**config.mk**
```make
export PLATFORM = sky130hd
export DESIGN_NAME = dct_coeff_collector_flat
export DESIGN_NICKNAME = d
export VERILOG_FILES = /design/src/rtl/dct_pkg.sv /design/src/rtl/dct_coeff_collector_if.sv /design/src/rtl/dct_frame_bank.sv /design/src/rtl/dct_coeff_collector.sv /design/src/flat_wrapper.sv
export SDC_FILE = /design/constraint.sdc
export NUM_CORES = 1
export LEC_CHECK = 0
export BUFFER_PORTS_ARGS = -buffer_cell sky130_fd_sc_hd__buf_2
export CAP_MARGIN = 20
export CORE_MARGIN = 2
export CORE_UTILIZATION = 32
export DETAILED_ROUTE_END_ITERATION = 16
export MAX_ROUTING_LAYER = met4
export PLACE_DENSITY_LB_ADDON = 0.12
export SLEW_MARGIN = 20
export SYNTH_ARGS = -nofsm -noshare
export SYNTH_HDL_FRONTEND = slang
export SYNTH_SLANG_ARGS = --single-unit
```
**constraint.sdc**
```tcl
create_clock -name clk -period 5.4 [get_ports clk]
set_input_delay 0.27 -clock clk [delete_from_list [all_inputs] [get_ports clk]]
set_output_delay 0.27 -clock clk [all_outputs]
set_load 0.03 [all_outputs]
```
**src/rtl/dct_pkg.sv**
```systemverilog
// Shared definitions for the DCT coefficient collector: frame geometry,
// the read-side FSM encoding and the completed-frame mask value.
package dct_pkg;
    localparam int N     = 8;
    localparam int IDX_W = 3;
    localparam int OUT_W = 18;

    localparam logic [N-1:0] FRAME_MASK_FULL = 8'hFF;

    typedef enum logic {
        RD_IDLE  = 1'b0,
        RD_DRAIN = 1'b1
    } rd_state_t;
endpackage

```
**src/rtl/dct_coeff_collector_if.sv**
```systemverilog
// Bundles the indexed coefficient input stream and the ordered valid/ready
// output stream of the collector, plus its error pulses.
interface dct_coeff_collector_if #(
    parameter int OUT_W = dct_pkg::OUT_W,
    parameter int IDX_W = dct_pkg::IDX_W
) ();
    logic [OUT_W-1:0] coeff_in;
    logic             valid_in;
    logic [IDX_W-1:0] index_in;
    logic [OUT_W-1:0] data_out;
    logic [IDX_W-1:0] idx_out;
    logic             out_valid;
    logic             out_ready;
    logic             out_last;
    logic             dup_err;
    logic             overflow;

    modport master (
        input  coeff_in, valid_in, index_in, out_ready,
        output data_out, idx_out, out_valid, out_last, dup_err, overflow
    );

    modport slave (
        output coeff_in, valid_in, index_in, out_ready,
        input  data_out, idx_out, out_valid, out_last, dup_err, overflow
    );
endinterface

```
**src/rtl/dct_frame_bank.sv**
```systemverilog
// One 8-entry coefficient bank with a written-index mask; flags a repeated
// index and the write that fills the last missing slot (mask then self-clears).
module dct_frame_bank
    import dct_pkg::*;
#(
    parameter int OUT_W = dct_pkg::OUT_W
) (
    input  logic             clk,
    input  logic             rst_n,
    input  logic             we,
    input  logic [IDX_W-1:0] waddr,
    input  logic [OUT_W-1:0] wdata,
    input  logic [IDX_W-1:0] raddr,
    output logic [OUT_W-1:0] rdata,
    output logic             dup,
    output logic             mask_full
);
    logic [OUT_W-1:0] mem [N];
    logic [N-1:0]     mask;
    logic [N-1:0]     mask_next;
    logic [N-1:0]     wbit;

    // Completion looks at the mask including this write, so a repeat never completes.
    always_comb begin
        wbit        = '0;
        wbit[waddr] = we;
        dup         = we & mask[waddr];
        mask_next   = mask | wbit;
        mask_full   = we & ~dup & (mask_next == FRAME_MASK_FULL);
    end

    always_ff @(posedge clk or negedge rst_n) begin
        if (!rst_n) begin
            mask <= '0;
        end else if (mask_full) begin
            mask <= '0;
        end else begin
            mask <= mask_next;
        end
    end

    always_ff @(posedge clk) begin
        if (we) begin
            mem[waddr] <= wdata;
        end
    end

    assign rdata = mem[raddr];
endmodule

```
**src/rtl/dct_coeff_collector.sv**
```systemverilog
// Assembles out-of-order DCT coefficients into ping-pong frame banks and
// replays each complete frame in index order 0..7 over valid/ready.
module dct_coeff_collector
    import dct_pkg::*;
#(
    parameter int OUT_W = dct_pkg::OUT_W
) (
    input  logic                  clk,
    input  logic                  rst_n,
    dct_coeff_collector_if.master bus
);
    logic             wr_bank;
    logic             rd_bank;
    logic [1:0]       full;
    logic [IDX_W-1:0] rd_ptr;
    rd_state_t        state;

    logic [1:0]       we;
    logic [1:0]       dup;
    logic [1:0]       mfull;
    logic [OUT_W-1:0] rdata [2];
    logic             accept;
    logic             frame_done;
    logic [1:0]       set_vec;
    logic [1:0]       clr_vec;

    rd_state_t        state_next;
    logic [IDX_W-1:0] ptr_next;
    logic             bank_next;
    logic             load;
    logic             clear_out;
    logic             free_bank;
    logic             rd_sel;
    logic [IDX_W-1:0] rd_addr;
    logic             hs;

    logic [OUT_W-1:0] data_q;
    logic [IDX_W-1:0] idx_q;
    logic             valid_q;
    logic             last_q;
    logic             dup_q;
    logic             ovf_q;

    // Write side: a full target bank drops the sample before anything else is looked at.
    assign accept     = bus.valid_in & ~full[wr_bank];
    assign we[0]      = accept & ~wr_bank;
    assign we[1]      = accept &  wr_bank;
    assign frame_done = mfull[wr_bank];
    assign set_vec    = frame_done ? (wr_bank ? 2'b10 : 2'b01) : 2'b00;
    assign clr_vec    = free_bank  ? (rd_bank ? 2'b10 : 2'b01) : 2'b00;

    for (genvar b = 0; b < 2; b++) begin : g_bank
        dct_frame_bank #(.OUT_W(OUT_W)) u_bank (
            .clk       (clk),
            .rst_n     (rst_n),
            .we        (we[b]),
            .waddr     (bus.index_in),
            .wdata     (bus.coeff_in),
            .raddr     (rd_addr),
            .rdata     (rdata[b]),
            .dup       (dup[b]),
            .mask_full (mfull[b])
        );
    end

    assign hs = valid_q & bus.out_ready;

    always_comb begin
        state_next = state;
        ptr_next   = rd_ptr;
        bank_next  = rd_bank;
        load       = 1'b0;
        clear_out  = 1'b0;
        free_bank  = 1'b0;
        rd_sel     = rd_bank;
        rd_addr    = rd_ptr;
        case (state)
            RD_IDLE: begin
                if (full[rd_bank]) begin
                    state_next = RD_DRAIN;
                    ptr_next   = '0;
                    rd_addr    = '0;
                    load       = 1'b1;
                end
            end
            RD_DRAIN: begin
                if (hs) begin
                    if (rd_ptr == IDX_W'(N - 1)) begin
                        free_bank = 1'b1;
                        bank_next = ~rd_bank;
                        ptr_next  = '0;
                        rd_addr   = '0;
                        rd_sel    = ~rd_bank;
                        // Other bank already waiting: continue without a bubble.
                        if (full[~rd_bank]) begin
                            load = 1'b1;
                        end else begin
                            state_next = RD_IDLE;
                            clear_out  = 1'b1;
                        end
                    end else begin
                        ptr_next = rd_ptr + 1'b1;
                        rd_addr  = rd_ptr + 1'b1;
                        load     = 1'b1;
                    end
                end
            end
            default: state_next = RD_IDLE;
        endcase
    end

    always_ff @(posedge clk or negedge rst_n) begin
        if (!rst_n) begin
            state   <= RD_IDLE;
            wr_bank <= 1'b0;
            rd_bank <= 1'b0;
            rd_ptr  <= '0;
            full    <= '0;
            dup_q   <= 1'b0;
            ovf_q   <= 1'b0;
        end else begin
            state   <= state_next;
            rd_ptr  <= ptr_next;
            rd_bank <= bank_next;
            full    <= (full | set_vec) & ~clr_vec;
            if (frame_done) begin
                wr_bank <= ~wr_bank;
            end
            dup_q   <= |dup;
            ovf_q   <= bus.valid_in & full[wr_bank];
        end
    end

    // Output register stage: holds its value while stalled, zero when idle.
    always_ff @(posedge clk or negedge rst_n) begin
        if (!rst_n) begin
            data_q  <= '0;
            idx_q   <= '0;
            valid_q <= 1'b0;
            last_q  <= 1'b0;
        end else if (load) begin
            data_q  <= rd_sel ? rdata[1] : rdata[0];
            idx_q   <= rd_addr;
            valid_q <= 1'b1;
            last_q  <= (rd_addr == IDX_W'(N - 1));
        end else if (clear_out) begin
            data_q  <= '0;
            idx_q   <= '0;
            valid_q <= 1'b0;
            last_q  <= 1'b0;
        end
    end

    assign bus.data_out  = data_q;
    assign bus.idx_out   = idx_q;
    assign bus.out_valid = valid_q;
    assign bus.out_last  = last_q;
    assign bus.dup_err   = dup_q;
    assign bus.overflow  = ovf_q;
endmodule

```
**src/flat_wrapper.sv**
```systemverilog
// flat-port wrapper written by rule: the top's interface ports become plain ports
module dct_coeff_collector_flat import dct_pkg::*;
#(
    parameter int OUT_W = dct_pkg::OUT_W
)
  (clk, rst_n, bus_coeff_in, bus_valid_in, bus_index_in, bus_out_ready, bus_data_out, bus_idx_out, bus_out_valid, bus_out_last, bus_dup_err, bus_overflow);
  dct_coeff_collector_if #(.OUT_W(OUT_W)) bus_i ();
  input  logic clk;
  input  logic rst_n;
  input wire logic [$bits(bus_i.coeff_in)-1:0] bus_coeff_in;
  input wire logic [$bits(bus_i.valid_in)-1:0] bus_valid_in;
  input wire logic [$bits(bus_i.index_in)-1:0] bus_index_in;
  input wire logic [$bits(bus_i.out_ready)-1:0] bus_out_ready;
  output wire logic [$bits(bus_i.data_out)-1:0] bus_data_out;
  output wire logic [$bits(bus_i.idx_out)-1:0] bus_idx_out;
  output wire logic [$bits(bus_i.out_valid)-1:0] bus_out_valid;
  output wire logic [$bits(bus_i.out_last)-1:0] bus_out_last;
  output wire logic [$bits(bus_i.dup_err)-1:0] bus_dup_err;
  output wire logic [$bits(bus_i.overflow)-1:0] bus_overflow;
  assign bus_i.coeff_in = bus_coeff_in;
  assign bus_i.valid_in = bus_valid_in;
  assign bus_i.index_in = bus_index_in;
  assign bus_i.out_ready = bus_out_ready;
  assign bus_data_out = bus_i.data_out;
  assign bus_idx_out = bus_i.idx_out;
  assign bus_out_valid = bus_i.out_valid;
  assign bus_out_last = bus_i.out_last;
  assign bus_dup_err = bus_i.dup_err;
  assign bus_overflow = bus_i.overflow;
  dct_coeff_collector #(.OUT_W(OUT_W)) u_core (.clk(clk), .rst_n(rst_n), .bus(bus_i));
endmodule
```
==> Word-level counts from Yosys, hierarchy flattened <==
Memory sizes are Yosys's and may differ from the RTL's.
Index checks and enable logic that the tools add are counted.
{ "classes": {"add_sub_neg": 1, "magnitude_cmp": 5, "eq_ne": 4, "muxes": 53, "bitwise": 24, "reduce_logical": 3} }
{ "ops": {"columns": ["op", "n"], "rows": [
  ["18-bit 2-to-1 mux", 3],
  ["1-bit 2-to-1 mux", 33],
  ["8-bit AND", 2],
  ["8-bit == test (second input constant)", 2],
  ["8-bit 2-to-1 mux", 2],
  ["8-bit bitwise OR", 2],
  ["3-bit 2-to-1 mux", 5],
  ["1-bit AND", 11],
  ["2-bit 2-to-1 mux", 4],
  ["1-bit binary-select mux with 3-bit select", 2],
  ["3-bit == test (second input constant)", 2],
  ["1-bit by 2-bit less-than comparator with 1-bit output (second input constant)", 3],
  ["1-bit NOT", 6],
  ["3-bit case mux with 2 select lines", 1],
  ["3-bit by 4-bit less-than comparator with 1-bit output (second input constant)", 1],
  ["1-bit case mux with 2 select lines", 2],
  ["3-bit by 1-bit adder with 3-bit output (second input constant)", 1],
  ["1-bit demux with 3-bit select", 1],
  ["3-bit by 1-bit >= comparator with 1-bit output (second input constant)", 1],
  ["2-bit AND", 1],
  ["2-bit NOT", 1],
  ["2-bit bitwise OR", 1],
  ["2-bit nonzero test", 1],
  ["2-bit OR reduction", 1],
  ["1-bit logical AND", 1]
]} }
{ "totals": {"register_bits": 49, "ram_bits": 288, "in_bits": 25, "output_inout_bits": 25, "n_memories": 2} }
{ "mem_list": {"columns": ["memory", "depth", "word_bits", "rd", "rd_clocked_by_memory_dff", "write_ports", "line", "text"], "rows": [
  ["u_core.g_bank[0].u_bank.mem", 8, 18, 1, 0, 1, "dct_frame_bank.sv:18", "logic [OUT_W-1:0] mem [N];"],
  ["u_core.g_bank[1].u_bank.mem", 8, 18, 1, 0, 1, "dct_frame_bank.sv:18", null]
]} }

==> Depth between registers and ports, before layout <==
Gate-level depths: netlist of the first run.
{ "depth": {"word_depth": 14, "mapped_depth": 12} }

==> Modules after synthesis <==
From an unflattened synthesis of the first run, not the netlist that was laid out.
{ "hier_totals": {"cells_unflattened": 682, "area_unflattened_um2": 13600.5} }
{ "by_module_without_submodules": {"columns": ["mod", "instances", "cells_each", "area_each_um2", "seq_area_each_um2"], "rows": [
  ["dct_frame_bank at u_core.g_bank[1].u_bank", 1, 275, 6095.8, 4524.3],
  ["dct_frame_bank at u_core.g_bank[0].u_bank", 1, 264, 5939.4, 4524.3],
  ["dct_coeff_collector", 1, 143, 1565.3, 825.8]
]} }

==> Worst setup path after synthesis of the first run <==
Ideal clock, no wire load.
{ "synth_timing": {"kind": "input -> register", "start": "input port bus_index_in[0]", "end": "memory u_core.g_bank[1].u_bank.mem[0][0] (enable)", "setup_time_ns": 0.442, "arrival_time_ns": 2.598, "path_slack_ns": 2.359, "stages": 3, "path_buffers": 2, "path_cell_list": "clkbuf_1 buf_1 nor4_1"} }
{ "synth_lines": {"columns": ["item", "line", "text"], "rows": [
  ["start: declaration", "flat_wrapper.sv:12", "input wire logic [$bits(bus_i.index_in)-1:0] bus_index_in;"],
  ["end: declaration", "dct_frame_bank.sv:18", null]
]} }
No word-level cell before the write port.

==> Worst setup path after layout of the first run <==
{ "layout_timing": {"start": "register u_core.rd_ptr[1]", "end": "register u_core.data_q[9], in the netlist u_core.bus.data_out[9]"} }
{ "layout_via": {"elab_chain_len": 7} }
{ "layout_rtl": {"columns": ["item", "line", "text"], "rows": [
  ["start: declaration", "dct_coeff_collector.sv:15", "logic [IDX_W-1:0] rd_ptr;"],
  ["start signal: assignment", "dct_coeff_collector.sv:123", "rd_ptr <= ptr_next;"],
  ["3-bit by 1-bit adder with 3-bit output or 3-bit == test (tied branches)", "dct_coeff_collector.sv:103, dct_coeff_collector.sv:88", null],
  ["3-bit 2-to-1 mux", "dct_coeff_collector.sv:88", "if (rd_ptr == IDX_W'(N - 1)) begin"],
  ["3-bit 2-to-1 mux", "dct_coeff_collector.sv:87", "if (hs) begin"],
  ["3-bit case mux with 2 select lines", "dct_coeff_collector.sv:77", "case (state)"],
  ["memory 8 x 18 bit", null, null],
  ["18-bit 2-to-1 mux", "dct_coeff_collector.sv:142", "data_q <= rd_sel ? rdata[1] : rdata[0];"],
  ["18-bit 2-to-1 mux", "dct_coeff_collector.sv:141", "end else if (load) begin"],
  ["end signal: assignment", "dct_coeff_collector.sv:142", null],
  ["end: declaration", "dct_coeff_collector.sv:37", "logic [OUT_W-1:0] data_q;"]
]} }
Several ways; a longest one is shown, not always the timed one.
A chain may end at the register's enable or synchronous reset.

==> results.txt, run 1 <==
Arr. time, crit path: 4.48 ns
Top FF cell, synth: edfxtp_1
Worst Skew: 0.0160 ns
Hold wc startpoint: bus_coeff_in[16]
Setup_tns: 0 ns
Worst r2r path cells: 9
Drt total wl: 57,300 µm
Number of synthesized flops with an enable pin: 288
Row cnt: 83
Startpoint types: register
Top cell type by total area after synthesis: edfxtp_1
DR vias/cell: 5.74
Post-Synth XOR/XNOR Area: 0.0522%
Layout fillers: 5,013
Routed wire per std cell: 25.2 µm
# resized after CTS: 0
PD cells: 522 nW/µm²
Synth Warn #: 0
Clk root buf: clkbuf_16
Post-Synth Simple-Gate Area: 20.0%
Crit. End Element: register
First DRT Iteration DRCs: 1,489
CTS Buffer Depth: 3
Initial antenna violation count: 1
Final ANT Viol Nets: 0
Die height: 233 µm
Finish-stage setup viols: 0
DP HPWL: 33,900 µm
DP Cell Count: 2,203
Post-Synth Adder-Cell Area: 0.149%
CP startpoint: u_core.rd_ptr[1]
Pre-antenna DRT Iters: 5
Nets: 1,593
Status: finished, final reports clean
Worst Path Max Fanout: 25
Synthesized flop and latch total: 337
Max-slew violations: 0
Max Freq: 246 MHz
Sinks on Clock Net: 337
Compound-Gate Fraction of Synth Area: 13.7%
Top Ports: 50
Die ar.: 54,300 µm²
FF-to-FF Start: u_core.rd_ptr[1]
CTS tree: yes
Cts hold-fix bufs: 2
DRC violations left: 0
Total grt overflow: 0
WHS Path Cells: 1
Worst slew pin tran: 1.06 ns
Non-Filler Instances: 2,275
Asr flop ratio synth: 14.5%
CP required: 5.81 ns
Vias in the first global route: 12,672
TritonCTS Buffers: 39
Netlist cell types: 68
Core area: 51,600 µm²
Unrepaired setup endpoints after global routing: false
Initial core utilization: 32.5%
Setup Fix Bufs, Post-CTS: 0
CP Class: reg2reg
First-pass GRT wire length: 85,000 µm
Area delta synth->final: 12.5%
Utilization after layout: 36.6%
Synth top area cells: edfxtp_1 52%, dfrtp_1 7.3%, nand2_1 5.3%
Via count: 13,051
Clk Latency, worst-skew pair: 0.56 ns
Final Hold Vio Count: 0
Slew HR: 28.9%
GPL Wtd Cong: 0.838
Synth top area share: 51.5%
Tot Pwr: 0.00987 W
Pin count of the biggest net entering global routing: 116
Post-synthesis mux area share: 3.61%
VDD IR-drop max: 0.257 mV
Synthesized area: 16,800 µm²
GRT Overall Usage: 21.8%
Cell leakage power: 6.54 nW
Post-layout min period: 4.07 ns
Post-synth net total: 1,592
Worst Hold Slack: 0.135 ns
H-tree depth: 2
Die Wd: 233 µm
Final worst-path cycle share: 75.3%
Avg Inst Size Synth: 10.7 µm²
Max-cap violations: 0
Clock transition at the registers of the reported paths: 0.06 ns
Main combinational cell family by area after synthesis: simple AND/OR/NAND/NOR gates
PortBufs: 49
Hold Path Class: in2reg
Sequential share of the synthesized area: 58.8%
Layout cells sized above 1: 15.7%
Post-Syn Instances: 1,565
[final timing paths]
check | slack [ns] | endpoint
max in group asynchronous | 4.36 | u_core.rd_ptr[0]
max reg2reg | 1.33 | u_core.bus.data_out[9]
min in group asynchronous | 0.41 | u_core.g_bank[0].u_bank.mask[6]
min | 0.14 | u_core.g_bank[1].u_bank.mem[4][16]
max | 1.33 | u_core.bus.data_out[9]
min reg2reg | 0.54 | u_core.g_bank[0].u_bank.mask[6]
[worst max-delay path: stages (launching register included)]
cell and delay (ns):
dfrtp_1 0.92, ha_1 0.29, ha_1 0.26, and4_1 0.22
a31o_2 0.26, nor2_4 0.62, inv_1 0.73, o2111ai_1 0.29
and4_1 0.25, o21ai_1 0.07
[cells in the mapped netlist, types with 3 or more instances]
master / number
a211oi_1: 17
a21oi_1: 44
a221oi_1: 3
and2_1: 4
and3_1: 56
and4_1: 19
buf_1: 8
buf_2: 58
buf_4: 3
buf_6: 4
clkbuf_1: 58
dfrtp_1: 49
edfxtp_1: 288
inv_1: 4
mux2_2: 39
mux2i_1: 10
nand2_1: 239
nand2b_1: 19
nand3_1: 46
nand4_1: 3
nor2_1: 201
nor2b_1: 5
nor3_1: 60
nor4_1: 54
o2111ai_1: 35
o211ai_1: 18
o21a_1: 5
o21ai_0: 46
o21ai_1: 18
o221a_2: 34
o22ai_1: 54
o32ai_1: 18
[metrics by stage]
step           worst slack (ns)  area (µm²)
2_1_floorplan              2.36       16800
3_3_place_gp               1.45       17700
3_5_place_dp               1.38       17700
4_1_cts                    1.36       18900
5_1_grt                    1.11       18900
6_report                   1.33       18900
[flip-flops by register name, indices dropped and copies added (netlist names)]
name                       count
u_core.g_bank.u_bank.mem     288
u_core.bus.data_out           18
u_core.g_bank.u_bank.mask     16
u_core.bus.idx_out             3
u_core.rd_ptr                  3
u_core.full                    2
u_core.bus.dup_err             1
u_core.bus.out_last            1
u_core.bus.out_valid           1
u_core.bus.overflow            1
u_core.rd_bank                 1
u_core.state                   1
u_core.wr_bank                 1
[per-layer routing]
metal	GRT usage, %	vias to the layer above	part of all wire (%)
met5	-	-	0
met4	6.07	0	2.3
met3	3.47	86	6.7
met2	33.1	452	45
met1	30.3	6583	46
li1	-	5930	-
[cells in the final DEF, fill, tap and decap left out, types with 12 or more instances in the layout]
| cell type | instances |
|---|---|
| edfxtp_1 | 288 |
| nor2_1 | 191 |
| o32ai_1 | 18 |
| nand3_1 | 44 |
| and3_1 | 56 |
| o21ai_0 | 46 |
| buf_2 | 49 |
| clkbuf_16 | 39 |
| and4_1 | 19 |
| a21oi_1 | 43 |
| o2111ai_1 | 35 |
| o221a_2 | 34 |
| buf_4 | 38 |
| o21ai_1 | 18 |
| nand2_1 | 239 |
| o211ai_1 | 18 |
| nor4_1 | 53 |
| o22ai_1 | 54 |
| a211oi_1 | 17 |
| nor3_1 | 54 |
| dfrtp_1 | 48 |
| nand2b_1 | 19 |
| clkinv_1 | 12 |
| mux2_2 | 39 |
[layout make-up]
type | count | area (µm²) | share of cell area (%)
Tap cell | 680 | 851 | 4.51
Timing Repair Buffer | 91 | 591 | 3.13
Sequential cell | 337 | 9880 | 52.3
Clock inverter | 21 | 121 | 0.643
Multi-Input combinational cell | 1091 | 6390 | 33.8
Antenna cell | 1 | 2.50 | 0.0133
Inverter | 6 | 22.5 | 0.119
Clock buffer | 48 | 1030 | 5.45
[cell families after synthesis]
family,count (synthesis)
compound gates,318
xor+xnor,1
fa+ha+maj,2
buf+inv,137
flops,337
mux,52
simple gates,718
[power by group]
part           total, W  internal, W  switching [W]  leakage, nW
Combinational   0.00399      0.00125        0.00274         2.78
Sequential      0.00340      0.00307       0.000333         3.20
Clock           0.00247      0.00140        0.00107        0.564
Total           0.00987      0.00572        0.00415         6.54
Power figures use the tool's default switching activity.
==> inputs of run 2 (changes only) <==
Settings changed: ABC_AREA set to 1.
Clock period 5.4 ns to 4 ns, I/O delays scaled along.
==> results.txt, run 2 <==
Most common cell in the netlist: nand3_1
Synth top area share: 62.2%
Hold Path End: u_core.g_bank[1].u_bank.mem[4][15]
CP required: 4.43 ns
Netlist cell types: 26
Row cnt: 76
Layout cells sized above 1: 13.2%
FF-to-FF setup slack: 1.15 ns
Routed wire per std cell: 22.0 µm
Post-Syn Instances: 1,196
Area delta synth->final: 15.7%
Startpoint types: register
Vias in the first global route: 9,152
Post-synth net total: 1,223
Status: finished, final reports clean
Arr. time, crit path: 3.28 ns
Pre-antenna DRT Iters: 4
Number of synthesized flops with an enable pin: 288
Crit. End Element: register
Top FF cell, synth: edfxtp_1
Max-slew violations: 0
Largest register FFs: 288
Via count: 9,254
Top cell type by total area after synthesis: edfxtp_1
Most frequent cells in the layout: 425 x nand3_1, 288 x edfxtp_1, 216 x nand2_1
Die ar.: 45,200 µm²
Finish-stage setup viols: 0
PD cells: 751 nW/µm²
TritonCTS Buffers: 38
Top Ports: 50
Clk root buf: clkbuf_16
GPL Wtd Cong: 0.779
Non-Filler Instances: 1,852
Clock transition at the registers of the reported paths: 0.06 ns
Worst slew pin tran: 0.964 ns
Pin count of the biggest net entering global routing: 145
Asr flop ratio synth: 14.5%
Sequential share of the synthesized area: 71.0%
Initial core utilization: 32.4%
CTS tree: yes
GRT Overall Usage: 18.9%
Sinks on Clock Net: 337
Max Freq: 350 MHz
Total grt overflow: 0
Final worst-path cycle share: 71.4%
Worst Path Max Fanout: 19
Unrepaired setup endpoints after global routing: false
Most frequent standard cell in the layout excluding fill and tap cells: nand3_1
Post-synth top cells: 426 x nand3_1, 288 x edfxtp_1, 217 x nand2_1
Hold wc startpoint: bus_coeff_in[15]
Clk Latency, worst-skew pair: 0.53 ns
CP Class: reg2reg
Slew HR: 35.7%
Biggest register: u_core.g_bank.u_bank.mem
Die Wd: 212 µm
H-tree depth: 2
FF-to-FF Start: u_core.rd_bank
Core area: 43,000 µm²
DP Cell Count: 1,778
# resized after CTS: 0
Drt total wl: 40,700 µm
DP HPWL: 19,600 µm
Synth top area cells: edfxtp_1 62%, nand3_1 15%, dfrtp_1 8.8%
Initial antenna violation count: 1
DR vias/cell: 5.00
Worst Skew: 0.0149 ns
First DRT Iteration DRCs: 757
Final ANT Viol Nets: 0
Worst slack, placed: 1.24 ns
Setup_tns: 0 ns
DRC violations left: 0
Synthesized flop and latch total: 337
Synth Warn #: 0
VDD IR-drop max: 0.503 mV
Tot Pwr: 0.0121 W
First-pass GRT wire length: 60,500 µm
Die height: 212 µm
Setup slack after layout: 1.15 ns
Cell leakage power: 5.99 nW
Hold Path Class: in2reg
Nets: 1,263
Reg2reg end: u_core.bus.idx_out[2]
CTS Buffer Depth: 3
Final Hold Vio Count: 0
WHS Path Cells: 1
Max-cap violations: 0
PortBufs: 49
Worst r2r path cells: 10
Post-layout min period: 2.85 ns
Synthesized area: 13,900 µm²
Avg Inst Size Synth: 11.6 µm²
[run 2: cell types whose count changed in the layout (fill, tap and decap cells not counted), moves of 39 or more]
| cell | previous run | this run |
|---|---|---|
| mux2_2 | 39 | 0 |
| a21oi_1 | 43 | 3 |
| o22ai_1 | 54 | 3 |
| nor4_1 | 53 | 0 |
| nand3_1 | 44 | 425 |
| and3_1 | 56 | 1 |
| nor3_1 | 54 | 5 |
| nor2_1 | 191 | 39 |
[run 2: per-layer routing]
layer  track usage (%)  routed length, µm  vias to the layer above
met5                 -                  0                        -
met4              5.16                986                        0
met3              2.76               2000                       61
met2              28.1              18200                      238
li1                  -                  -                     4371
met1              27.0              19500                     4584
[run 2: cell families after synthesis]
| family | share of synthesized area [%] |
|---|---|
| simple gates | 23.3 |
| xor+xnor | 0.0630 |
| buf+inv | 4.27 |
| flops | 71.0 |
| compound gates | 1.19 |
| fa+ha+maj | 0.180 |
[run 2: critical path, cell delays in order (launching register included)]
cell	delay (ns)
dfrtp_1	0.41
inv_2	0.12
nand2_2	0.08
nand2_1	0.09
nand2_2	0.08
o21ai_2	0.11
clkinv_1	0.51
buf_16	0.36
a21oi_4	0.63
inv_1	0.15
o21ai_0	0.19
[run 2: worst max-delay path by stage]
stage                         from                               to  slack, ns  cells past startpoint
finish              u_core.rd_bank            u_core.bus.idx_out[2]       1.15                     10
global route        u_core.rd_bank            u_core.bus.idx_out[1]       0.79                     10
CTS                 u_core.rd_bank            u_core.bus.idx_out[1]       1.19                      9
detailed placement  u_core.rd_bank            u_core.bus.idx_out[1]       1.24                      9
global placement    u_core.rd_bank            u_core.bus.idx_out[2]       1.35                      9
floorplan           u_core.wr_bank  u_core.g_bank[0].u_bank.mask[1]       1.64                      9
[run 2: metrics by stage]
stage               util (%)  hold WS, ns  instance area (µm²)
floorplan                  -      -0.0956                13900
global placement        34.4        0.391                14800
detailed placement      34.4        0.389                14800
CTS                     37.4       0.0393                16100
global route            37.5       0.0532                16100
finish                  37.5       0.0521                16100
[run 2: cell type report]
class                      instances  area (µm²)
fill                            4276       26900
sequential                       337        9870
multi-input combinational        742        3520
clock buffer                      56        1130
tap                              585         732
timing repair buffer              80         566
inverter                          37         139
clock inverter                    14         138
antenna                            1        2.50
[run 2: power by group]
group	internal (W)	leakage, nW	switching, W
logic	0.00122	2.20	0.00304
clock network	0.00215	0.624	0.00140
registers	0.00409	3.17	0.000190
[run 2: timing repair]
item                                   CTS  global route
hold buffers                             2             0
endpoints found under the hold margin   51             0
setup buffers                            0             0
